### src/rtl/digital_tube.sv
// Bus-writable 8-digit multiplexed common-anode 7-segment driver with DATA/CTRL registers.
// Optional blink support is compiled in when TUBE_BLINK_EN is defined.
module digital_tube #(
    parameter int SCAN_DIV  = 50000
`ifdef TUBE_BLINK_EN
    ,
    parameter int BLINK_DIV = 64
`endif
) (
    input  logic        clk,
    input  logic        reset,
    input  logic [1:0]  Addr,
    input  logic        WE,
    input  logic [3:0]  BE,
    input  logic [31:0] WriteData,
    output logic [31:0] ReadData,
    output logic [7:0]  seg_n,
    output logic [7:0]  sel_n
);

    typedef enum logic [1:0] {
        ADDR_DATA = 2'd0,
        ADDR_CTRL = 2'd1
    } addr_e;

    localparam int            PW         = $clog2(SCAN_DIV);
    localparam logic [PW-1:0] PRESC_LAST = PW'(SCAN_DIV - 1);

    logic [31:0]   data_q;
    logic [7:0]    en_q;
    logic [7:0]    dp_q;
    logic [7:0]    blink_mask;
    logic [PW-1:0] presc_q;
    logic [2:0]    idx_q;
    logic          dead_q;
    logic          blanked;
    logic          terminal;
    logic [7:0]    sel_d;
    logic [7:0]    seg_d;

    function automatic logic [6:0] hex7(input logic [3:0] nib);
        case (nib)
            4'h0: hex7 = 7'h40;
            4'h1: hex7 = 7'h79;
            4'h2: hex7 = 7'h24;
            4'h3: hex7 = 7'h30;
            4'h4: hex7 = 7'h19;
            4'h5: hex7 = 7'h12;
            4'h6: hex7 = 7'h02;
            4'h7: hex7 = 7'h78;
            4'h8: hex7 = 7'h00;
            4'h9: hex7 = 7'h10;
            4'hA: hex7 = 7'h08;
            4'hB: hex7 = 7'h03;
            4'hC: hex7 = 7'h46;
            4'hD: hex7 = 7'h21;
            4'hE: hex7 = 7'h06;
            default: hex7 = 7'h0E;
        endcase
    endfunction

    // Register file: byte-lane writes, unmapped addresses and reserved bits dropped.
    always_ff @(posedge clk or negedge reset) begin
        if (!reset) begin
            // NOTE: sequential state uses non-blocking assignments so every flop samples pre-edge values.
            data_q <= '0;
            en_q   <= 8'hFF;
            dp_q   <= 8'h00;
        end else if (WE) begin
            if (Addr == ADDR_DATA) begin
                for (int k = 0; k < 4; k++) begin
                    if (BE[k]) data_q[8*k +: 8] <= WriteData[8*k +: 8];
                end
            end
            if (Addr == ADDR_CTRL) begin
                if (BE[0]) en_q <= WriteData[7:0];
                if (BE[1]) dp_q <= WriteData[15:8];
            end
        end
    end

    always_comb begin
        // NOTE: default first so no path through the case leaves ReadData unassigned (no latch).
        ReadData = '0;
        case (Addr)
            ADDR_DATA: ReadData = data_q;
            ADDR_CTRL: ReadData = {8'h00, blink_mask, dp_q, en_q};
            default:   ReadData = '0;
        endcase
    end

    assign terminal = (presc_q == PRESC_LAST);

    always_ff @(posedge clk or negedge reset) begin
        if (!reset) begin
            presc_q <= '0;
            idx_q   <= '0;
            dead_q  <= 1'b0;
        end else begin
            presc_q <= terminal ? '0 : presc_q + 1'b1;
            if (terminal) idx_q <= idx_q + 3'd1;
            dead_q  <= terminal;
        end
    end

`ifdef TUBE_BLINK_EN
    localparam int            SW        = (BLINK_DIV > 1) ? $clog2(BLINK_DIV) : 1;
    localparam logic [SW-1:0] SCAN_LAST = SW'(BLINK_DIV - 1);

    logic [7:0]    blink_q;
    logic [SW-1:0] scan_cnt_q;
    logic          phase_q;

    always_ff @(posedge clk or negedge reset) begin
        if (!reset) begin
            blink_q    <= 8'h00;
            scan_cnt_q <= '0;
            phase_q    <= 1'b0;
        end else begin
            if (WE && Addr == ADDR_CTRL && BE[2]) blink_q <= WriteData[23:16];
            // One full scan completes when the digit index wraps 7 -> 0.
            if (terminal && idx_q == 3'd7) begin
                if (scan_cnt_q == SCAN_LAST) begin
                    scan_cnt_q <= '0;
                    phase_q    <= ~phase_q;
                end else begin
                    scan_cnt_q <= scan_cnt_q + 1'b1;
                end
            end
        end
    end

    assign blink_mask = blink_q;
    assign blanked    = phase_q & blink_q[idx_q];
`else
    assign blink_mask = 8'h00;
    assign blanked    = 1'b0;
`endif

    always_comb begin
        sel_d = 8'hFF;
        seg_d = 8'hFF;
        if (!dead_q && en_q[idx_q] && !blanked) begin
            sel_d = ~(8'b1 << idx_q);
            seg_d = {~dp_q[idx_q], hex7(data_q[{idx_q, 2'b00} +: 4])};
        end
    end

    always_ff @(posedge clk or negedge reset) begin
        if (!reset) begin
            sel_n <= 8'hFF;
            seg_n <= 8'hFF;
        end else begin
            sel_n <= sel_d;
            seg_n <= seg_d;
        end
    end

endmodule

### config.mk
export PLATFORM = sky130hd
export DESIGN_NAME = digital_tube
export DESIGN_NICKNAME = d
export VERILOG_FILES = /design/src/rtl/digital_tube.sv
export SDC_FILE = /design/constraint.sdc
export NUM_CORES = 1
export LEC_CHECK = 0
export CAP_MARGIN = 40
export CORE_AREA = 10 10 128 130
export DETAILED_ROUTE_END_ITERATION = 12
export DIE_AREA = 0 0 138 140
export GPL_TIMING_DRIVEN = 0
export HOLD_SLACK_MARGIN = 0.1
export PLACE_DENSITY = 0.57
export SLEW_MARGIN = 20
export SYNTH_ARGS = -nofsm -noshare
export SYNTH_HDL_FRONTEND = slang
export SYNTH_SLANG_ARGS = --single-unit
### constraint.sdc
create_clock -name clk -period 3.3 [get_ports clk]
set_clock_uncertainty 0.15 [all_clocks]
set_input_delay 0.99 -clock clk [delete_from_list [all_inputs] [get_ports clk]]
set_output_delay 0.99 -clock clk [all_outputs]
set_load 0.01 [all_outputs]
-- Yosys cells after proc, flatten, opt, wreduce, memory -nomap -nowiden
Memories as Yosys holds them, arrays and structs flattened.
Index checks and enable logic that the tools add are counted.
- word-level logic and storage cells: 38
- register bits: 84
- input port bits: 41
- output and inout port bits: 48
- memories kept: 1
- ROM bits: 112
- $add $sub $neg: 2
- reduce and logical (&&, ||, !) cells: 9
- muxes and demuxes: 8
- eq/ne operators: 2
- $lt $le $gt $ge: 1
- shift-type cells: 2
- bitwise logic cells: 2
- memory list (name ; depth ; width ; read ports ; clocked after Yosys merged registers in ; wr ports ; line ; RTL):
    (name not given) ; 16 ; 7 ; 1 ; 0 ; 0 ; 42 ; case (nib)
- operators by type and width (kind ; number):
    case mux 32 bit (2 select lines) ; 1
    variable part select 32 x 6 -> 4 bit ; 1
    AND reduction 3 bit ; 6
    adder 16 x 1 -> 16 bit (second input constant) ; 1
    == test 16 bit (second input constant) ; 1
    two-way mux 16 bit ; 1
    two-way mux 8 bit ; 2
    inverter 8 bit ; 1
    left shift 1 x 3 -> 8 bit (first input constant) ; 1
    binary-select mux 1 bit (select 3 bit) ; 2
    less-than comparator 3 x 4 -> 1 bit (second input constant) ; 1
    adder 3 x 1 -> 3 bit (second input constant) ; 1
    == test 2 x 1 -> 1 bit (second input constant) ; 1
    logical NOT 2 bit ; 1
    two-way mux 1 bit ; 2
    logical AND 1 bit ; 1
    logical NOT 1 bit ; 1
    inverter 1 bit ; 1

-- Depth between registers and ports, before layout
Gate-level depths: netlist of run 1.
- depth after elaboration: 4
- gate-level depth with buffers: 11
- gate-level depth less buffers: 9

-- Least setup slack after synthesis of run 1
No wires, ideal clock.
- path kind: input-to-output
- start: input Addr[0]
- end: output ReadData[0]
- required time: 2.160 ns
- buffers on the path: 2
- path slack: 0.027 ns
- stages on the path: 4
- arrival time: 2.133 ns
- path through: clkbuf_1 > buf_1 > mux2i_1 > nor2_1
- cells in the longest elaborated chain, start to end: 2
- elaborated cells on any way between the ends: 3
- classes of those cells: eq/ne (1); mux (1); reduce/logical (1)
- ends and longest elaborated chain (item ; line ; RTL):
    from (decl) ; 12 ; input logic [1:0] Addr,
    == test 2 x 1 -> 1 bit or logical NOT 2 bit (tied branches) ; 85 ; case (Addr)
    case mux 32 bit (2 select lines) (*) ; 85 ;
    to (decl) ; 16 ; output logic [31:0] ReadData,
Mark *: on every way between the ends. The rest lies on a longest branch, timed or not.

-- Worst setup path in the final report of run 1
- start: input Addr[0]
- end: output ReadData[12]
The elaborated chain is that of the path after synthesis.

==> results.json, run 1 <==
{
  "async_flop_share_pct": 100.0,
  "busiest_layer": "met2",
  "netlist_area_um2": 4329,
  "drt-pass1-iter-count": 4,
  "gr-total-overflow": 0,
  "via_count": 3041,
  "grt_usage_pct": 11.57,
  "grt_pass1_wl_um": 18030,
  "power_uw": 3091,
  "drive_above_1_share_pct": 27.29,
  "die_x_um": 138,
  "antenna_found_initial": 0,
  "cts_buffer_depth": 2,
  "diodes": 0,
  "drv_cap": 0,
  "critPathArrivalTime_ns": 2.10,
  "drt_drc_violations_left": 0,
  "cts_sinks": 84,
  "p_sw_uw": 848.8,
  "grt_util_met3_pct": 3.414,
  "first_global_vias": 3243,
  "p_leak_uw": 0.002585,
  "relSlewSlack_pct": 55.99,
  "crit_end": "ReadData[12]",
  "via_per_inst": 4.766,
  "p_sw_share_pct": 27.46,
  "critPathKind": "in -> out",
  "post_cts_buffers": 0,
  "critPathMaxStageDelay_ns": 0.55,
  "setup-tns-final_ns": 0,
  "yosysUniqueCellTypes": 45,
  "h-tree-depth": 3,
  "setup.worst_path.end_class": "primary output",
  "cts_resized": 29,
  "worst_slew_pin_slew_ns": 0.6602,
  "ys.flop_type": "dfrtp_1",
  "ir_worst_vdd_mv": 0.2704,
  "cp-startpoint": "Addr[0]",
  "cp-start-kind": "primary input",
  "crit_chain": "clkbuf_8 > buf_8 > mux2i_1 > nor2_1 > clkdlybuf4s50_1",
  "finalSetupViolCount": 0,
  "root_buffer": "clkbuf_16",
  "syn_nets": 409,
  "ys.warnings.count": 0,
  "r2r_setup_slack_ns": 0.49,
  "hold_class": "reg -> reg",
  "seqPwrFrac_pct": 43.4,
  "power_frac_clock_pct": 33.3,
  "reg2regPathDepth": 9,
  "drt_iter0_drc": 184,
  "powerDensity_nw_per_um2": 534.1,
  "clkTransAtPathRegs_ns": 0.06,
  "synth_cells": 355,
  "core-area_um2": 13770,
  "met2_usage_pct": 18.10,
  "area_growth_pct": 33.70,
  "synth_edf_count": 0,
  "numPortBuffers": 86,
  "grt_start_max_net_pins": 53,
  "outcome": "complete, no violations",
  "ctsHoldBuffers": 0,
  "place_hpwl_um": 8426,
  "nets": 507,
  "period_share_pct": 98.19,
  "wl_um": 11140,
  "ys_ff_latch": 84,
  "clk_latency_ns": 0.34,
  "grtUsageMet1_pct": 14.62,
  "reg2reg_to": "seg_n[4]$_DFF_PN1_",
  "timing.fmax_mhz": 308.6,
  "regToRegStartpoint": "idx_q[1]$_DFFE_PN0P_",
  "p_int_uw": 2242,
  "layout_common_cells": "clkdlybuf4s50_1 (64), dfrtp_1 (60), mux2_2 (53)",
  "cts_tree": "done",
  "die_y_um": 140,
  "gp_congestion": 0.8091,
  "ios": 89,
  "initial_core_util_pct": 31.43,
  "final_hold_viol_count": 0,
  "row_count": 43,
  "cts_made_buffers": 9,
  "synth_area_per_cell_um2": 12.19,
  "cp.required_ns": 2.16,
  "p_comb_share_pct": 23.3,
  "slowest_stage": "clkdlybuf4s50_1",
  "post_drt_wl_per_cell_um": 17.47,
  "ant_nets": 0,
  "synth-seq-area-share_pct": 49.25,
  "finalCriticalPeriod_ns": 3.240,
  "slew_viol_final": 0,
  "worstPathMaxFanout": 10,
  "layout_commonest_cell": "clkdlybuf4s50_1",
  "die-area_um2": 19320
}
[cell usage after synthesis, drive strengths merged, types with 5 or more instances]
cell | instances | share of area (%)
dfrtp | 60 | 35
mux2 | 53 | 14
nor2 | 31 | 2.7
nand2 | 27 | 2.3
dfstp | 24 | 15
mux2i | 22 | 5.4
and2 | 16 | 2.3
ha | 13 | 3.8
buf | 10 | 1.6
mux4 | 10 | 5.6
nand3 | 10 | 1.2
inv | 9 | 0.78
nor3 | 8 | 0.92
xnor2 | 8 | 1.6
and3 | 7 | 1.0
clkbuf | 7 | 0.61
xor2 | 5 | 1.0
[routing by layer]
layer | share of wire (%) | up-vias
met2 | 47 | 79
met5 | 0 | -
li1 | - | 1442
met1 | 45 | 1507
met3 | 6.3 | 13
met4 | 1.5 | 0
[registers in the layout, indices dropped and copies added (netlist names)]
register,cells
data_q,32
presc_q,16
dp_q,8
en_q,8
seg_n,8
sel_n,8
idx_q,3
dead_q,1
[power by group through the flow]
stage | registers (µW) | logic, µW | clock network (µW)
floorplan | 1330 | 406 | 0
global placement | 1350 | 722 | 0
detailed placement | 1360 | 732 | 0
CTS | 1340 | 733 | 1050
global route | 1370 | 794 | 1090
finish | 1340 | 720 | 1030
[worst min path at each step]
stage                     slack [ns]  cells past startpoint                 start              endpoint
after floorplan                 0.30                      1  presc_q[0]$_DFF_PN0_  presc_q[0]$_DFF_PN0_
after global placement          0.33                      1  presc_q[0]$_DFF_PN0_  presc_q[0]$_DFF_PN0_
after global routing            0.37                      1  presc_q[0]$_DFF_PN0_  presc_q[0]$_DFF_PN0_
final                           0.34                      1  presc_q[0]$_DFF_PN0_  presc_q[0]$_DFF_PN0_
after CTS                       0.34                      1  presc_q[0]$_DFF_PN0_  presc_q[0]$_DFF_PN0_
after detailed placement        0.34                      1  presc_q[0]$_DFF_PN0_  presc_q[0]$_DFF_PN0_
[stage by stage]
step           util [%]  hold slack [ns]  worst slack (ns)  std cells  cell area, µm²
4_1_cts           41.83           0.3444           0.01463        638            5762
3_5_place_dp      39.44           0.3363           -0.7785        622            5433
3_3_place_gp      39.32           0.3271            -1.900        621            5415
2_1_floorplan         -           0.2979           0.02685        355            4329
5_1_grt           42.02           0.3724       -0.00002065        638            5788
6_report          42.02           0.3429           0.05971        638            5788
[area by class of cell]
type / instances / area, µm²
Buffer: 17 / 133.9
Clock buffer: 10 / 239.0
Clock inverter: 6 / 63.81
Fill cell: 1348 / 7985
Inverter: 10 / 37.54
Multi-Input combinational cell: 244 / 2072
Sequential cell: 84 / 2132
Tap cell: 180 / 225.2
Timing Repair Buffer: 87 / 884.6
[critical path: cells and delay by family]
kind	cells	cell delay [ns]
multiplexers	1	0.13
AND/OR/NAND/NOR	1	0.11
buffers and inverters	3	0.86
[logic make-up (layout without fill, tap and decap cells)]
kind of cell    Yosys count  after routing  synth area share, %
compound gates           21             21                4.017
xor+xnor                 13             13                2.630
fa+ha+maj                13             13                3.757
buf+inv                  27            130                3.035
flops                    84             84                49.25
mux                      85             85                24.80
simple gates            112            112                12.52
Power figures use the tool's default switching activity.
==> inputs of run 2 (changes only) <==
--- a/config.mk
+++ b/config.mk
@@ -12,6 +12,7 @@
 export GPL_TIMING_DRIVEN = 0
 export HOLD_SLACK_MARGIN = 0.1
 export PLACE_DENSITY = 0.57
+export SKIP_CTS_REPAIR_TIMING = 1
 export SLEW_MARGIN = 20
 export SYNTH_ARGS = -nofsm -noshare
 export SYNTH_HDL_FRONTEND = slang
==> run 2 against run 1 <==
Net effect:
- the flow now finishes with violations (setup timing)
- flip-flop and latch count is the same
- global-route usage about the same
- design area up 0.19%
- clock power barely moved
- combinational power up 0.7%
- critical path depth is 1 higher
- cell count unchanged
- utilization increased by 0.082 points
- critical path type unchanged
- largest power group unchanged
==> results.json, run 2 (synthesized netlist as in run 1, its figures left out) <==
{
  "ir_worst_vdd_mv": 0.2702,
  "grt_util_met3_pct": 3.414,
  "h-tree-depth": 3,
  "whs_ns": 0.3427,
  "drive_above_1_share_pct": 26.86,
  "layout_commonest_cell": "clkdlybuf4s50_1",
  "drt_drc_violations_left": 0,
  "gr-total-overflow": 0,
  "initial_core_util_pct": 31.43,
  "slew_viol_final": 0,
  "fin_ws_ns": -0.1270,
  "core-area_um2": 13770,
  "post_drt_wl_per_cell_um": 17.42,
  "final_area_um2": 5799,
  "ios": 89,
  "relSlewSlack_pct": 55.91,
  "finalSetupViolCount": 11,
  "powerDensity_nw_per_um2": 533.5,
  "p_leak_uw": 0.002658,
  "ant_nets": 0,
  "grt_usage_pct": 11.58,
  "via_count": 3047,
  "clkTransAtPathRegs_ns": 0.06,
  "regMostFlops": "data_q",
  "worstPathMaxFanout": 10,
  "cts_made_buffers": 9,
  "layout_common_cells": "clkdlybuf4s50_1 (70), dfrtp_1 (60), mux2_2 (53)",
  "finalCriticalPeriod_ns": 3.427,
  "cts_sinks": 84,
  "drv_cap": 0,
  "final_hold_viol_count": 0,
  "instances_no_fill": 638,
  "hold_class": "reg -> reg",
  "place_hpwl_um": 8426,
  "grt_pass1_wl_um": 18060,
  "cp-start-kind": "primary input",
  "gp_congestion": 0.8091,
  "die_x_um": 138,
  "wl_um": 11110,
  "period_share_pct": 103.8,
  "critPathArrivalTime_ns": 2.29,
  "cts_buffer_depth": 2,
  "diodes": 0,
  "antenna_found_initial": 0,
  "violations": "setup timing",
  "via_per_inst": 4.776,
  "setup.worst_path.end_class": "primary output",
  "outcome": "finished, violations left",
  "die-area_um2": 19320,
  "grtUsageMet1_pct": 14.66,
  "area_growth_pct": 33.96,
  "critPathKind": "in -> out",
  "drt_iter0_drc": 167,
  "drt-pass1-iter-count": 4,
  "die_y_um": 140,
  "nets": 507,
  "placed_cells": 622,
  "cp.required_ns": 2.16,
  "cts_tree": "done",
  "dpl_cell_area_um2": 5433,
  "row_count": 43,
  "root_buffer": "clkbuf_16",
  "reg_top3": "data_q x32, presc_q x16",
  "first_global_vias": 3252,
  "rsz0062_at_grt": "yes",
  "busiest_layer": "met2",
  "timing.fmax_mhz": 291.8,
  "numPortBuffers": 86,
  "clk_latency_ns": 0.34,
  "met2_usage_pct": 18.07,
  "largest_reg_flops": 32,
  "grt_start_max_net_pins": 53,
  "worst_slew_pin_slew_ns": 0.6613,
  "setup-tns-final_ns": -0.4474
}
==> run 2: cell types whose count changed in the layout (fill, tap and decap cells not counted), sizes merged <==
cell / before / now
dlygate4sd2: 11 / 0
dlymetal6s2s: 8 / 15
clkdlybuf4s50: 64 / 70
buf: 13 / 16
clkbuf: 16 / 13
clkdlybuf4s15: 2 / 0
==> run 2: layer usage <==
metal / up-vias / part of all wire [%]
li1: 1444 / -
met5: - / 0
met2: 76 / 46
met4: 0 / 1.5
met3: 13 / 5.9
met1: 1514 / 46
==> run 2: power breakdown <==
group	total (µW)	internal, µW	switching, µW	leakage [µW]
logic	725	411	315	0.00152
clock network	1030	605	423	0.000144
registers	1340	1230	109	0.000998
total	3090	2250	847	0.00266
==> run 2: area by class of cell <==
class | count | area (µm²)
Fill cell | 1345 | 7974
Sequential cell | 84 | 2132
Multi-Input combinational cell | 244 | 2068
Timing Repair Buffer | 87 | 915.9
Clock buffer | 10 | 239.0
Tap cell | 180 | 225.2
Buffer | 17 | 117.6
Clock inverter | 6 | 63.81
Inverter | 10 | 37.54
==> run 2: path summary, 6_finish.rpt <==
path / depth (start not counted) / from / slack (ns) / end
min in group asynchronous: 1 / reset / 0.54 / presc_q[12]$_DFF_PN0_
max in group asynchronous: 2 / reset / 1.78 / en_q[5]$_DFFE_PN1P_
min: 1 / presc_q[0]$_DFF_PN0_ / 0.34 / presc_q[0]$_DFF_PN0_
min reg2reg: 1 / presc_q[0]$_DFF_PN0_ / 0.34 / presc_q[0]$_DFF_PN0_
max reg2reg: 9 / idx_q[1]$_DFFE_PN0P_ / 0.49 / seg_n[4]$_DFF_PN1_
max: 6 / Addr[1] / -0.13 / ReadData[26]
==> run 2: through the flow <==
step	worst slack, ns	util [%]	power [µW]
2_1_floorplan	0.02685	-	1739
3_3_place_gp	-1.900	39.32	2076
3_5_place_dp	-0.7785	39.44	2091
4_1_cts	-0.7845	41.64	3131
5_1_grt	-0.2103	42.11	3260
6_report	-0.1270	42.11	3094
==> run 2: critical path, cell delays in order <==
cell             delay, ns
buf_2                 0.17
nor2_2                0.15
buf_6                 0.14
buf_4                 0.16
and2_1                0.13
clkdlybuf4s50_1       0.53
